**config.mk**
```make
export PLATFORM = sky130hd
export DESIGN_NAME = scrambler
export DESIGN_NICKNAME = d
export VERILOG_FILES = /design/src/rtl/scrambler_pkg.sv /design/src/rtl/scrambler_lfsr_step.sv /design/src/rtl/scrambler.sv
export SDC_FILE = /design/constraint.sdc
export NUM_CORES = 1
export LEC_CHECK = 0
export CORE_MARGIN = 5
export CORE_UTILIZATION = 40
export CTS_BUF_LIST = sky130_fd_sc_hd__clkbuf_8
export CTS_CLUSTER_DIAMETER = 150
export CTS_CLUSTER_SIZE = 30
export DETAILED_ROUTE_END_ITERATION = 7
export GPL_TIMING_DRIVEN = 0
export MAX_ROUTING_LAYER = met4
export PLACE_DENSITY = 0.81
export SYNTH_ARGS = -nofsm -noshare
export SYNTH_HDL_FRONTEND = slang
export SYNTH_SLANG_ARGS = --single-unit
```
**constraint.sdc**
```tcl
create_clock -name aclk -period 3.6 [get_ports aclk]
set_input_delay 0.36 -clock aclk [delete_from_list [all_inputs] [get_ports aclk]]
set_output_delay 0.36 -clock aclk [all_outputs]
set_load 0.1 [all_outputs]
```
**src/rtl/scrambler_pkg.sv**
```systemverilog
// Shared constants for the 802.11 OFDM data scrambler (x^7 + x^4 + 1).
package scrambler_pkg;
    localparam int TAP_HI    = 6;
    localparam int TAP_LO    = 3;
    localparam int LFSR_LEN  = 7;
    localparam int TAIL_BITS = 7;
endpackage

```
**src/rtl/scrambler_lfsr_step.sv**
```systemverilog
// Combinational WIDTH-step unroll of the scrambler LFSR; bit 0 is first in time.
module scrambler_lfsr_step
    import scrambler_pkg::*;
#(
    parameter int WIDTH = 24
) (
    input  logic [LFSR_LEN-1:0] state,
    input  logic [WIDTH-1:0]    data,
    output logic [WIDTH-1:0]    scrambled,
    output logic [LFSR_LEN-1:0] next_state
);

    logic [LFSR_LEN-1:0] chain [0:WIDTH];

    assign chain[0] = state;

    for (genvar i = 0; i < WIDTH; i++) begin : g_bit
        logic fb;
        assign fb           = chain[i][TAP_HI] ^ chain[i][TAP_LO];
        assign scrambled[i] = data[i] ^ fb;
        assign chain[i+1]   = {chain[i][LFSR_LEN-2:0], fb};
    end

    assign next_state = chain[WIDTH];

endmodule

```
**src/rtl/scrambler.sv**
```systemverilog
// AXI4-Stream bit scrambler: one registered output stage, LFSR reseeded after every tlast beat.
module scrambler
    import scrambler_pkg::*;
#(
    parameter int                  WIDTH = 24,
    parameter logic [LFSR_LEN-1:0] SEED  = 7'b1011101
) (
    input  logic             aclk,
    input  logic             aresetn,
    input  logic [WIDTH-1:0] s_axis_tdata,
    input  logic [3:0]       s_axis_tuser,
    input  logic             s_axis_tvalid,
    output logic             s_axis_tready,
    input  logic             s_axis_tlast,
    output logic [WIDTH-1:0] m_axis_tdata,
    output logic [3:0]       m_axis_tuser,
    output logic             m_axis_tvalid,
    input  logic             m_axis_tready,
    output logic             m_axis_tlast
);

    logic [LFSR_LEN-1:0] lfsr_q;
    logic [LFSR_LEN-1:0] lfsr_next;
    logic [WIDTH-1:0]    scr_data;
    logic                accept;

    logic [WIDTH-1:0]    data_p1;
    logic [3:0]          user_p1;
    logic                last_p1;
    logic                vld_p1;

    // The encoder needs the tail of each packet flushed with zeros.
    function automatic logic [WIDTH-1:0] zero_tail(input logic [WIDTH-1:0] d);
        logic [WIDTH-1:0] r;
        r = d;
        r[WIDTH-1 -: TAIL_BITS] = '0;
        return r;
    endfunction

    scrambler_lfsr_step #(
        .WIDTH (WIDTH)
    ) u_step (
        .state      (lfsr_q),
        .data       (s_axis_tdata),
        .scrambled  (scr_data),
        .next_state (lfsr_next)
    );

    assign s_axis_tready = !vld_p1 || m_axis_tready;
    assign accept        = s_axis_tvalid && s_axis_tready;

    // Stage p0 -> p1: scramble on accept, hold while stalled
    always_ff @(posedge aclk or negedge aresetn) begin
        if (!aresetn) begin
            lfsr_q  <= SEED;
            vld_p1  <= 1'b0;
            data_p1 <= '0;
            user_p1 <= '0;
            last_p1 <= 1'b0;
        end else if (accept) begin
            lfsr_q  <= s_axis_tlast ? SEED : lfsr_next;
            vld_p1  <= 1'b1;
            data_p1 <= s_axis_tlast ? zero_tail(scr_data) : scr_data;
            user_p1 <= s_axis_tuser;
            last_p1 <= s_axis_tlast;
        end else if (m_axis_tready) begin
            vld_p1  <= 1'b0;
        end
    end

    assign m_axis_tdata  = data_p1;
    assign m_axis_tuser  = user_p1;
    assign m_axis_tlast  = last_p1;
    assign m_axis_tvalid = vld_p1;

endmodule

```
==> results by group <==
Floorplan
  • Row count: 25
  • Num ports: 64
  • Initial core utilization: 0.410
  • DIE AREA: around 0.0063 mm2
  • Floorplan core area: 0.00469 mm2
  • Die outline width: 79.3 um
  • Die Ht: 79.3 um

Critical path
  • CP peak stage delay: 1.15 ns
  • Largest driver fanout on the critical path: 4
  • Crit path launch type: primary input
  • Critical path type: primary input to output pin
  • Kind of cell adding the most delay to the critical path: buffers and inverters
  • R2R depth: 5
  • Worst R2R End: m_axis_tdata[20]
  • Critical path data arrival time: 2.10 ns
  • Crit path top cell by count: sky130_fd_sc_hd__clkdlybuf4s50_1
  • Combined buffer and inverter count along the critical path: 2
  • Reg-to-reg startpoint: lfsr_q[3]
  • Worst reg2reg setup slack: 1.51 ns
  • Worst-path cell with the longest stage delay: sky130_fd_sc_hd__clkdlybuf4s50_1
  • Data required time of the worst path: approximately 3.2 ns
  • Worst-path cell chain: clkdlybuf4s50_1 -> nand2b_1 -> clkdlybuf4s50_1
  • Critical Path Sink Type: output pin

Timing
  • Setup clock skew after layout: 0.00369 ns
  • Achievable clock frequency: 406 MHz
  • Slew margin rel.: 0.335
  • Final-report hold violation count: 0
  • Count of pins over their slew limit: 0
  • Clock period minus final worst setup slack: 2.46 ns
  • Final TNS setup: 0 ns
  • Final setup violation count: 0
  • Period utilisation layout: 0.684
  • Setup repair after global routing missed its margin: no
  • Measured slew at the worst slew-check pin: between 0.9 and 1 ns

Route
  • Detailed Route WL: 4380 um
  • Antenna-violating nets left: 0
  • First drt pass iteration count: 4
  • Residual DRC: 0
  • Total vias in the final route: 1,426
  • Per-cell via count in the routed design: 4.77
  • Number of design-rule violations left by the first detailed-router iteration: 74
  • Mean routed wirelength per cell: 14.6 um

Run status
  • Status: completed

Clock network
  • Clock insertion delay at the later pin of the skew report: between 0.2 and 0.3 ns
  • Number of gates given a new drive strength after cts: 0
  • Number of hold-repair buffers added at the cts stage: 0
  • Number of buffers on the longest clock path: 2
  • Clock Sink Count: 37
  • CTS H-Tree Depth: 2
  • TritonCTS clock tree: yes
  • Inserted Clock Buffers: 5
  • # Post-CTS Setup Buffers: 0
  • CTS Root Buffer Type: sky130_fd_sc_hd__clkbuf_8
  • Reg clk slew, reported paths: 0.07 ns

Worst hold path
  • Worst min-delay path class: primary input to async pin

Synth
  • Netlist area before placement: 0.00192 mm2
  • Top cells by area, synth: sky130_fd_sc_hd__dfrtp_1 42%, sky130_fd_sc_hd__xnor2_1 14%, sky130_fd_sc_hd__xor2_1 7.3%, sky130_fd_sc_hd__dfstp_2 6.8%, sky130_fd_sc_hd__nand2_1 6.2%
  • Distinct cells, synth: 23
  • Syn Nets: around 210
  • Synthesized area per cell: between 10 and 15 um2
  • Post-synth top area cell: sky130_fd_sc_hd__dfrtp_1
  • Post-synthesis sequential area ratio: 0.485
  • Top-area cell type share of the netlist area: 0.416
  • Count of mapped cells out of synthesis: about 170
  • Count of synthesis-stage warnings from yosys: 0
  • Post-synthesis sequential element count: 37

Global route
  • Wire length of the first global-routing pass: 7330 um
  • Vias in the first global route: 1,507
  • Initial antenna violation count: 0
  • Maximum number of pins on one net before global-route repair: 38
  • Global-route usage over all layers: 0.157
  • Overflow left after global routing: 0

Cells and area
  • Antenna fix cells: 0
  • Fill cell total of the finished layout: 425
  • Layout cell share with drive strength beyond 1: 0.0857
  • Number of nets in the finished design: around 280
  • Layout Area Growth over Synthesis: 40.2%

Place
  • Placer Congestion: 0.771
  • HPWL Detailed: between 3000 and 4000 um
  • Number of I/O port buffers: between 60 and 70

Job
  • Number of max-capacitance violations reported: 0
==> how the worst max path moves through the flow <==
stage	from	end	slack, ns	cells after the start
2_1_floorplan	m_axis_tvalid	lfsr_q[0]	0.81	5
6_report	m_axis_tready	s_axis_tready	1.14	3
5_1_grt	m_axis_tready	s_axis_tready	1.08	3
3_5_place_dp	m_axis_tready	s_axis_tready	1.14	3
3_3_place_gp	m_axis_tready	s_axis_tready	1.14	3
4_1_cts	m_axis_tready	s_axis_tready	1.13	3
==> sequential cells by signal (all words and copies together), names as in the netlist <==
| signal | cells |
|---|---|
| lfsr_q | 7 |
| m_axis_tdata | 24 |
| m_axis_tuser | 4 |
| m_axis_tvalid | 1 |
| m_axis_tlast | 1 |
==> layout by cell type (no fill, tap or decap), types with 3 or more instances in the layout <==
| cell type | count |
|---|---|
| sky130_fd_sc_hd__clkdlybuf4s50_1 | 62 |
| sky130_fd_sc_hd__nand2_1 | 32 |
| sky130_fd_sc_hd__dfrtp_1 | 32 |
| sky130_fd_sc_hd__xnor2_1 | 31 |
| sky130_fd_sc_hd__o21ai_0 | 17 |
| sky130_fd_sc_hd__xor2_1 | 16 |
| sky130_fd_sc_hd__clkbuf_1 | 7 |
| sky130_fd_sc_hd__a22o_1 | 7 |
| sky130_fd_sc_hd__clkbuf_8 | 5 |
| sky130_fd_sc_hd__dfstp_2 | 5 |
| sky130_fd_sc_hd__a2bb2oi_1 | 4 |
| sky130_fd_sc_hd__buf_4 | 3 |
| sky130_fd_sc_hd__nor2_1 | 3 |
| sky130_fd_sc_hd__inv_1 | 3 |
==> synthesized netlist by cell type <==
| master | instances |
|---|---|
| sky130_fd_sc_hd__a22o_1 | 7 |
| sky130_fd_sc_hd__a2bb2oi_1 | 4 |
| sky130_fd_sc_hd__and2_1 | 1 |
| sky130_fd_sc_hd__buf_2 | 1 |
| sky130_fd_sc_hd__buf_4 | 3 |
| sky130_fd_sc_hd__buf_6 | 2 |
| sky130_fd_sc_hd__clkbuf_1 | 7 |
| sky130_fd_sc_hd__dfrtp_1 | 32 |
| sky130_fd_sc_hd__dfstp_2 | 5 |
| sky130_fd_sc_hd__mux2_2 | 1 |
| sky130_fd_sc_hd__nand2_1 | 32 |
| sky130_fd_sc_hd__nand2b_1 | 2 |
| sky130_fd_sc_hd__nand4b_1 | 1 |
| sky130_fd_sc_hd__nor2_1 | 3 |
| sky130_fd_sc_hd__o21a_1 | 1 |
| sky130_fd_sc_hd__o21ai_0 | 17 |
| sky130_fd_sc_hd__o31ai_1 | 2 |
| sky130_fd_sc_hd__xnor2_1 | 31 |
| sky130_fd_sc_hd__xnor2_2 | 2 |
| sky130_fd_sc_hd__xnor3_1 | 2 |
| sky130_fd_sc_hd__xor2_1 | 16 |
| sky130_fd_sc_hd__xor2_4 | 1 |
| sky130_fd_sc_hd__xor3_1 | 1 |
==> layer usage <==
metal / vias to the layer above / GRT usage / routed length (um)
li1: 704 / - / -
met1: 672 / 0.185 / 1950
met2: 44 / 0.258 / 2100
met3: 6 / 0.0408 / 268
met4: 0 / 0.0567 / 59
met5: - / - / 0
==> worst reg2reg max path, stage by stage (launching register included) <==
cell	delay, ns
sky130_fd_sc_hd__dfstp_2	0.53
sky130_fd_sc_hd__buf_6	0.12
sky130_fd_sc_hd__xnor3_1	0.44
sky130_fd_sc_hd__xnor2_1	0.39
sky130_fd_sc_hd__xor3_1	0.29
sky130_fd_sc_hd__a22o_1	0.21
==> stage by stage <==
step	std cells	area (um2)	worst slack, ns	hold WS, ns	util
3_5_place_dp	291	2620	1.14	0.465	0.558
4_1_cts	299	2700	1.13	0.201	0.575
5_1_grt	299	2700	1.08	0.243	0.575
2_1_floorplan	174	1920	0.811	0.0644	-
3_3_place_gp	291	2620	1.14	0.460	0.559
6_report	299	2700	1.14	0.176	0.575
==> cell type report <==
type	instances	area, um2	share of cell area
Buffer	13	76.3	0.0283
Clock buffer	5	68.8	0.0255
Clock inverter	3	11.3	0.00418
Multi-Input combinational cell	124	915	0.339
Sequential cell	37	932	0.346
Tap cell	54	67.6	0.0251
Timing Repair Buffer	63	626	0.232
==> logic make-up after synthesis <==
kind of cell,count (synthesis),synth area share
xor+xnor,53,0.281
flops,37,0.485
mux,1,0.00586
compound gates,31,0.106
simple gates,39,0.0826
buf+inv,13,0.0397
Power is not shown: default switching activity piles up to over one toggle a cycle in this logic, so the estimate is an artifact.
